[src/rtl/pin_entry_collector_pkg.sv]
// Shared definitions for the PIN entry path: state encoding, key codes, digit count.
package pin_entry_collector_pkg;

  localparam int unsigned PIN_NUM_DIGITS     = 4;
  localparam int unsigned PIN_TIMEOUT_CYCLES = 1000;
  localparam logic [3:0]  PIN_KEY_CLEAR      = 4'hA;
  localparam logic [3:0]  PIN_KEY_ENTER      = 4'hB;

  typedef enum logic [1:0] {
    ST_IDLE    = 2'd0,
    ST_COLLECT = 2'd1,
    ST_FULL    = 2'd2,
    ST_SUBMIT  = 2'd3
  } pin_state_e;

  function automatic logic is_digit(input logic [3:0] code);
    return code <= 4'd9;
  endfunction

endpackage

[src/rtl/pin_entry_collector_idle_timer.sv]
// Inactivity counter: clears on request, counts while enabled, flags the last idle cycle.
module pin_entry_collector_idle_timer #(
  parameter int unsigned TIMEOUT_CYCLES = 1000
) (
  input  logic clk,
  input  logic reset,
  input  logic clear,
  input  logic enable,
  output logic done
);

  localparam int unsigned   CW   = (TIMEOUT_CYCLES > 2) ? $clog2(TIMEOUT_CYCLES) : 1;
  localparam logic [CW-1:0] LAST = CW'(TIMEOUT_CYCLES - 1);

  logic [CW-1:0] cnt;

  // Count idle cycles, holding at the terminal value until cleared.
  always_ff @(posedge clk or negedge reset) begin
    if (!reset) begin
      cnt <= '0;
    end else if (clear) begin
      cnt <= '0;
    end else if (enable && (cnt != LAST)) begin
      cnt <= cnt + CW'(1);
    end
  end

  assign done = enable && (cnt == LAST);

endmodule

[src/rtl/pin_entry_collector.sv]
// Keypad-to-PIN collector: shifts BCD digits MSB-first, issues enter/short/timeout pulses.
module pin_entry_collector
  import pin_entry_collector_pkg::*;
#(
  parameter int unsigned NUM_DIGITS     = PIN_NUM_DIGITS,
  parameter int unsigned TIMEOUT_CYCLES = PIN_TIMEOUT_CYCLES,
  parameter logic [3:0]  KEY_CLEAR      = PIN_KEY_CLEAR,
  parameter logic [3:0]  KEY_ENTER      = PIN_KEY_ENTER
) (
  input  logic                    clk,
  input  logic                    reset,
  input  logic                    key_valid,
  input  logic [3:0]              key_code,
  output logic [4*NUM_DIGITS-1:0] inpin,
  output logic                    enter,
  output logic [2:0]              digit_count,
  output logic                    short_err,
  output logic                    timeout_err
);

  localparam int unsigned W          = 4 * NUM_DIGITS;
  localparam logic [2:0]  FULL_COUNT = 3'(NUM_DIGITS);

  pin_state_e     state, state_n;
  logic [W-1:0]   inpin_n;
  logic [2:0]     count_n;
  logic           enter_n, short_n, timeout_n;

  logic is_dig, is_clr, is_ent, key_act;
  logic tmr_en, tmr_clear, tmr_done;

  assign is_dig  = key_valid && is_digit(key_code);
  assign is_clr  = key_valid && (key_code == KEY_CLEAR);
  assign is_ent  = key_valid && (key_code == KEY_ENTER);
  assign key_act = is_dig || is_clr || is_ent;

  assign tmr_en    = (state == ST_COLLECT) || (state == ST_FULL);
  assign tmr_clear = !tmr_en || key_act;

  pin_entry_collector_idle_timer #(
    .TIMEOUT_CYCLES(TIMEOUT_CYCLES)
  ) u_idle_timer (
    .clk   (clk),
    .reset (reset),
    .clear (tmr_clear),
    .enable(tmr_en),
    .done  (tmr_done)
  );

  // State and registered outputs.
  always_ff @(posedge clk or negedge reset) begin
    if (!reset) begin
      state       <= ST_IDLE;
      inpin       <= '0;
      digit_count <= '0;
      enter       <= 1'b0;
      short_err   <= 1'b0;
      timeout_err <= 1'b0;
    end else begin
      state       <= state_n;
      inpin       <= inpin_n;
      digit_count <= count_n;
      enter       <= enter_n;
      short_err   <= short_n;
      timeout_err <= timeout_n;
    end
  end

  // Next-state selection; any accepted key takes priority over the timeout.
  always_comb begin
    state_n = state;
    unique case (state)
      ST_IDLE: begin
        if (is_dig) state_n = (FULL_COUNT == 3'd1) ? ST_FULL : ST_COLLECT;
      end
      ST_COLLECT: begin
        if (is_clr || is_ent) state_n = ST_IDLE;
        else if (is_dig)      state_n = ((digit_count + 3'd1) == FULL_COUNT) ? ST_FULL : ST_COLLECT;
        else if (tmr_done)    state_n = ST_IDLE;
      end
      ST_FULL: begin
        if (is_clr)                  state_n = ST_IDLE;
        else if (is_ent)             state_n = ST_SUBMIT;
        else if (tmr_done && !is_dig) state_n = ST_IDLE;
      end
      ST_SUBMIT: state_n = ST_IDLE;
      default:   state_n = ST_IDLE;
    endcase
  end

  // Datapath and pulse values to register on the next edge.
  always_comb begin
    inpin_n   = inpin;
    count_n   = digit_count;
    enter_n   = 1'b0;
    short_n   = 1'b0;
    timeout_n = 1'b0;
    unique case (state)
      ST_IDLE: begin
        if (is_dig) begin
          inpin_n = W'(key_code);
          count_n = 3'd1;
        end else if (is_clr) begin
          inpin_n = '0;
        end else if (is_ent) begin
          short_n = 1'b1;
        end
      end
      ST_COLLECT: begin
        if (is_dig) begin
          inpin_n = (inpin << 4) | W'(key_code);
          count_n = digit_count + 3'd1;
        end else if (is_clr) begin
          inpin_n = '0;
          count_n = '0;
        end else if (is_ent) begin
          short_n = 1'b1;
          inpin_n = '0;
          count_n = '0;
        end else if (tmr_done) begin
          timeout_n = 1'b1;
          inpin_n   = '0;
          count_n   = '0;
        end
      end
      ST_FULL: begin
        if (is_clr) begin
          inpin_n = '0;
          count_n = '0;
        end else if (is_ent) begin
          enter_n = 1'b1;
          count_n = '0;
        end else if (tmr_done && !is_dig) begin
          timeout_n = 1'b1;
          inpin_n   = '0;
          count_n   = '0;
        end
      end
      ST_SUBMIT: begin
        count_n = '0;
      end
      default: begin
        inpin_n = '0;
        count_n = '0;
      end
    endcase
  end

endmodule

[config.mk]
export PLATFORM = sky130hd
export DESIGN_NAME = pin_entry_collector
export DESIGN_NICKNAME = d
export VERILOG_FILES = /design/src/rtl/pin_entry_collector_pkg.sv /design/src/rtl/pin_entry_collector_idle_timer.sv /design/src/rtl/pin_entry_collector.sv
export SDC_FILE = /design/constraint.sdc
export NUM_CORES = 1
export LEC_CHECK = 0
export CAP_MARGIN = 20
export CORE_MARGIN = 2
export CORE_UTILIZATION = 30
export DETAILED_ROUTE_END_ITERATION = 8
export GPL_TIMING_DRIVEN = 0
export SETUP_SLACK_MARGIN = 0.3
export SLEW_MARGIN = 20
export SYNTH_ARGS = -nofsm -noshare
export SYNTH_HDL_FRONTEND = slang
export SYNTH_SLANG_ARGS = --single-unit
[constraint.sdc]
create_clock -name clk -period 2.47 [get_ports clk]
set_input_delay 0.494 -clock clk [delete_from_list [all_inputs] [get_ports clk]]
set_output_delay 0.494 -clock clk [all_outputs]
set_load 0.05 [all_outputs]
Yosys cells after proc, flatten, opt, wreduce, memory -nomap -nowiden
Cells that the tools add are included.
Storage, ports and cells
  bits in registers: 34
  input port bits: 7
  output and inout bits: 22
  logic and storage cells: 89
Operators by class
  add/subtract/negate cells: 2
  magnitude comparators: 1
  equality and inequality tests: 15
  muxes and demuxes: 43
  bitwise logic cells: 1
  reductions and logical operators: 20
Operator list (count)
  $mux W16: 9
  $pmux W16 S3: 1
  $mux W3: 8
  $mux W10: 2
  $mux W2: 8
  $or A16 B4 Y16: 1
  $mux W1: 12
  $pmux W3 S4: 1
  $add A10 B1 Y10 const B: 1
  $eq A10 B10 Y1 const B: 1
  $ne A10 B10 Y1 const B: 1
  $eq A4 B4 Y1 const B: 2
  $ne A4 B3 Y1 const B: 2
  $pmux W2 S4: 1
  $logic_and A1 B1 Y1: 6
  $ne A3 B3 Y1 const B: 2
  $reduce_and A3 Y1: 2
  $logic_or A1 B1 Y1: 5
  $ne A5 B5 Y1 const B: 1
  $reduce_and A5 Y1: 1
  $eq A2 B2 Y1 const B: 2
  $le A4 B4 Y1 const B: 1
  $add A3 B1 Y3 const B: 1
  $eq A3 B3 Y1 const B: 1
  9 further kinds: 10

Logic depth before layout (Yosys ltp)
  depth after elaboration: 8
  gate-level depth with buffers: 8
  depth with buffers taken out: 7

Cells and area by module
A second synthesis with hierarchy kept.
Unflattened totals
  cell total of the unflattened synthesis: 184
  area total of the unflattened synthesis: 1871.8 µm²
By module, submodules not included
  pin_entry_collector: times used 1, cells an instance 131, area an instance 1350.0 µm²
  pin_entry_collector_idle_timer: times used 1, cells an instance 53, area an instance 521.8 µm²

Worst setup path after synthesis
No wires, ideal clock.
  path kind: register to register
  start point: reg state[0]
  end point: reg digit_count[0]
  arrival: 2.122 ns
  required time: 2.345 ns
  path slack: 0.224 ns
  cell stages (with the launch flop): 8
  clock period less this slack: 2.246 ns
  cells stage by stage: dfrtp_1 > inv_1 > ha_1 > nand4bb_4 > nor3_4 > a21oi_2 > a211oi_2 > mux2_2
On the way
  word-level cells in the longest chain between the ends: 6
RTL lines
  start, declared: line pin_entry_collector.sv:24  | pin_state_e state, state_n;
  start signal, assigned: line pin_entry_collector.sv:60  | state <= state_n;
  $eq A2 B1 Y1 or $eq A2 B2 Y1 (tied branches): line pin_entry_collector.sv:37, pin_entry_collector.sv:98
  $logic_or A1 B1 Y1: line pin_entry_collector.sv:37  | assign tmr_en = (state == ST_COLLECT) || (state == ST_FULL);
  $logic_and A1 B1 Y1: line pin_entry_collector_idle_timer.sv:28  | assign done = enable && (cnt == LAST);
  $logic_and A1 B1 Y1: line pin_entry_collector.sv:133  | end else if (tmr_done && !is_dig) begin
  $ne A4 B3 Y1 (no source line)
  $reduce_and A3 Y1 (no source line)
  end signal, assigned: line pin_entry_collector.sv:62  | digit_count <= count_n;
  end, declared: line pin_entry_collector.sv:16  | output logic [2:0] digit_count,
Parallel ways exist; a longest one is shown, timed or not.
A chain may end at the register's enable or synchronous reset.

Final worst setup path
  start point: in key_code[3]
  end point: reg digit_count[2]
On the way
  word-level cells in the longest chain between the ends: 6
RTL lines
  start, declared: line pin_entry_collector.sv:13  | input logic [3:0] key_code,
  $le A4 B4 Y1 or $eq A4 B4 Y1 (tied branches): line pin_entry_collector_pkg.sv:17, pin_entry_collector.sv:34
  $logic_and A1 B1 Y1 (on tied branches): line pin_entry_collector.sv:32, pin_entry_collector.sv:34
  $logic_not A1 Y1 or $mux W3 (tied branches): line pin_entry_collector.sv:133, pin_entry_collector.sv:116
  $logic_and A1 B1 Y1 or $mux W3 (tied branches): line pin_entry_collector.sv:133, pin_entry_collector.sv:113
  $ne A4 B3 Y1 (no source line) or $mux W3 (tied branches)
  $reduce_and A3 Y1 (no source line) or $pmux W3 S4 (tied branches)
Parallel ways exist; a longest one is shown, timed or not.

==> metrics.md <==
| Metric | Value |
|---|---|
| Fin nets | `around 250` |
| Critical-path top delay cell | `or4b_2` |
| Total wire length | `between 3000 and 4000 µm` |
| Main synth FF type | `dfrtp_1` |
| Max Cap Viol | `0` |
| Sink Count | `34` |
| Max Buffers Root-to-Sink | `2` |
| Setup_tns | `0 ns` |
| Vias/cell | `~4.6` |
| Total Routing Usage GR | `a little over an eighth` |
| Total core area | `0.00585 mm²` |
| Final ANT Viol Nets | `0` |
| WL/cell | `12.8 µm` |
| Die Y | `81.5 µm` |
| Fin crit share | `approximately 86%` |
| R2R Setup Slk | `around 0.37 ns` |
| PD cells | `around 880 mW/mm²` |
| Distinct cells, synth | `39` |
| Worst path bufs/invs | `1` |
| Max Clk Rate | `around 470 MHz` |
| Ant diodes | `0` |
| Worst path top cell family by delay | `simple AND/OR/NAND/NOR gates` |
| Clk_lat worst skew | `approximately 0.29 ns` |
| First-iteration detailed-routing DRC count | `36` |
| Number of top-level pins | `29` |
| Mapped cell area | `between 0.0015 and 0.002 mm²` |
| CTS root buffer | `clkbuf_8` |
| Syn. warnings | `0` |
| CTS Buf Count | `5` |
| DRT Pass-1 Iters | `4` |
| CTS tree | `yes` |
| DRC | `0` |
| Area Overhead vs Synth | `38.8%` |
| Synthesis-stage register bit count | `34` |
| Worst-Margin Slew | `about 0.5 ns` |
| Pins over their slew limit | `0` |
| Initial antenna violation count | `0` |
| # H-tree levels | `2` |
| CP startpoint kind | `primary input` |
| Fin crit period | `around 2.1 ns` |
| RSZ-0062 raised after global routing | `false` |
| Hold WC Path Type | `primary input to async pin` |
| Mean Syn Cell Area | `~10 µm²` |
| Clock Skews | `between 0.005 and 0.006 ns` |
| Vias | `between 1k and 1.5k` |
| Mapped Nets | `around 200` |
| Mapped Cells | `181` |
| Status | `complete, no violations` |
| WP data arrival | `2.32 ns` |
| Routability Congestion | `about 0.74` |
| WP data required | `2.67 ns` |
| Max VDD drop | `approximately 0.36 mV` |
| Row cnt | `28` |
| Filler cell count in the final layout | `a little under 600` |
| Crit path capture type | `flop` |
| Critical path type | `primary input to flop` |
| Static leakage | `1.13 nW` |
| Chip width | `slightly above 80 µm` |
| Initial Utilization | `a little under a third` |
| Final hold viol count | `0` |
| Final setup fails | `0` |
| # hold bufs at CTS | `0` |
| Ys async rst share | `100%` |
| CP max FO | `5` |
| Post-DP HPWL | `2740 µm` |
| Vias in the first global route | `~1.4k` |
| Relative slew slack | `~66%` |
| Largest stage delay, worst path | `between 0.6 and 0.7 ns` |
| First-pass GRT wire length | `around 6600 µm` |
| Sequential fraction of the synthesis area | `47.2%` |
| Die area | `approximately 0.0066 mm²` |
| Number of flops mapped to enable cells by yosys | `0` |
| Worst path cell trace | `clkdlybuf4s50_1 -> o21ai_2 -> nand2_4 -> or3_4 -> or4b_2 -> o221ai_1` |
| Share of post-route cells with drive strength above 1 | `18.9%` |
| Layout Utilization | `42.7%` |
| Worst-path clk slew | `0.07 ns` |
| Grt total ovfl | `0` |
| Input/output buffers | `28` |
| Largest net degree at the start of global routing | `19` |
-- metrics by stage --
| step | total power [W] | cells | instance area [µm²] | hold WS, ns | worst slack [ns] |
|---|---|---|---|---|---|
| 2_1_floorplan | 0.00131 | 181 | 1810 | 0.198 | 0.349 |
| 3_3_place_gp | 0.00153 | 284 | 2190 | 0.504 | -0.383 |
| 3_5_place_dp | 0.00155 | 285 | 2210 | 0.481 | -0.391 |
| 4_1_cts | 0.00214 | 301 | 2400 | 0.168 | 0.306 |
| 5_1_grt | 0.00234 | 308 | 2500 | 0.184 | 0.263 |
| 6_report | 0.00220 | 308 | 2500 | 0.158 | 0.354 |
-- metal layers --
| layer | global-route usage [%] | part of all wire (%) | vias up |
|---|---|---|---|
| met5 | 0 | 0 | - |
| met4 | 4.07 | 1.1 | 0 |
| met3 | 3.52 | 5.0 | 5 |
| met2 | 22.3 | 48 | 27 |
| met1 | 16.0 | 46 | 678 |
| li1 | - | - | 700 |
-- worst reg2reg max path: stages (launching register included) --
cell	delay, ns
dfrtp_1	0.37
inv_1	0.10
ha_4	0.29
nand4bb_4	0.12
nor3_4	0.19
buf_4	0.16
a21oi_4	0.07
or4b_2	0.63
o221ai_1	0.09
-- sequential cells by signal, summed over array words and instances, names as in the netlist --
signal,cells
state,2
timeout_err,1
inpin,16
enter,1
u_idle_timer.cnt,10
short_err,1
digit_count,3
-- cell families (layout without fill, tap and decap cells) --
logic type / after synthesis / after routing / synth area share, %
AO/OA/AOI/OAI: 20 / 20 / 7.85
XOR/XNOR: 7 / 7 / 3.40
adder cells (fa/ha/maj): 7 / 7 / 4.86
buffers and inverters: 27 / 79 / 6.25
flip-flops: 34 / 34 / 47.2
multiplexers: 19 / 19 / 10.6
AND/OR/NAND/NOR: 67 / 67 / 19.8
-- power by group --
part | switching [W] | internal, W | leakage [nW]
registers | 0.0000645 | 0.000628 | 0.466
logic | 0.000542 | 0.000466 | 0.609
clock network | 0.000208 | 0.000297 | 0.0579
-- repair_timing --
item,4_1_cts,5_1_grt
buffers inserted,8,6
pin swaps,5,3
cloned,0,1
setup endpoints to repair,21,20
resized for setup,7,10
-- synthesized netlist by cell type (2+ instances only) --
cell type / instances / area [µm²]
nand2_1: 27 / 101
dfrtp_1: 34 / 851
ha_1: 7 / 87.6
o21ai_0: 3 / 15.0
and3_1: 3 / 18.8
mux2i_1: 18 / 180
xnor2_1: 2 / 17.5
nor2_1: 18 / 67.6
nand3_1: 3 / 15.0
a21oi_1: 5 / 25.0
nand2b_1: 2 / 12.5
o21bai_1: 2 / 15.0
xor2_1: 5 / 43.8
nor3_1: 2 / 10.0
clkbuf_1: 2 / 7.51
inv_1: 24 / 90.1
nor3_4: 2 / 32.5
-- final cells by class --
type	instances	area, µm²	area share [%]
plain buffers	3	23.8	0.951
multi-input cells	120	888	35.5
inverters	24	90.1	3.60
repair buffers	44	444	17.8
flip-flops and latches	34	851	34.0
well taps	75	93.8	3.75
clock inverters	3	40.0	1.60
clock buffers	5	68.8	2.75
-- cell usage in the layout (no fill, tap or decap), types with 3 or more instances in the layout --
master / netlist / routed
a21oi_1: 5 / 5
mux2i_1: 18 / 18
and3_1: 3 / 3
inv_1: 24 / 23
nor2_1: 18 / 18
xor2_1: 5 / 5
nand3_1: 3 / 3
dfrtp_1: 34 / 34
clkbuf_8: 0 / 5
ha_1: 7 / 5
clkdlybuf4s50_1: 0 / 24
buf_4: 0 / 12
nand2_1: 27 / 26
o21ai_0: 3 / 3
-- path summary, 6_finish.rpt --
check / start / to / cells after the start
max in group asynchronous: reset / u_idle_timer.cnt[4]$_DFFE_PN0P_ / 2
worst max register to register: state[1]$_DFFE_PN0P_ / digit_count[2]$_DFFE_PN0P_ / 8
worst min-delay path: reset / inpin[15]$_DFFE_PN0P_ / 1
min in group clk: inpin[12]$_DFFE_PN0P_ / inpin[12]$_DFFE_PN0P_ / 2
worst max-delay path: key_code[3] / digit_count[2]$_DFFE_PN0P_ / 6
worst min register to register: inpin[12]$_DFFE_PN0P_ / inpin[12]$_DFFE_PN0P_ / 2
Power figures use the tool's default switching activity.
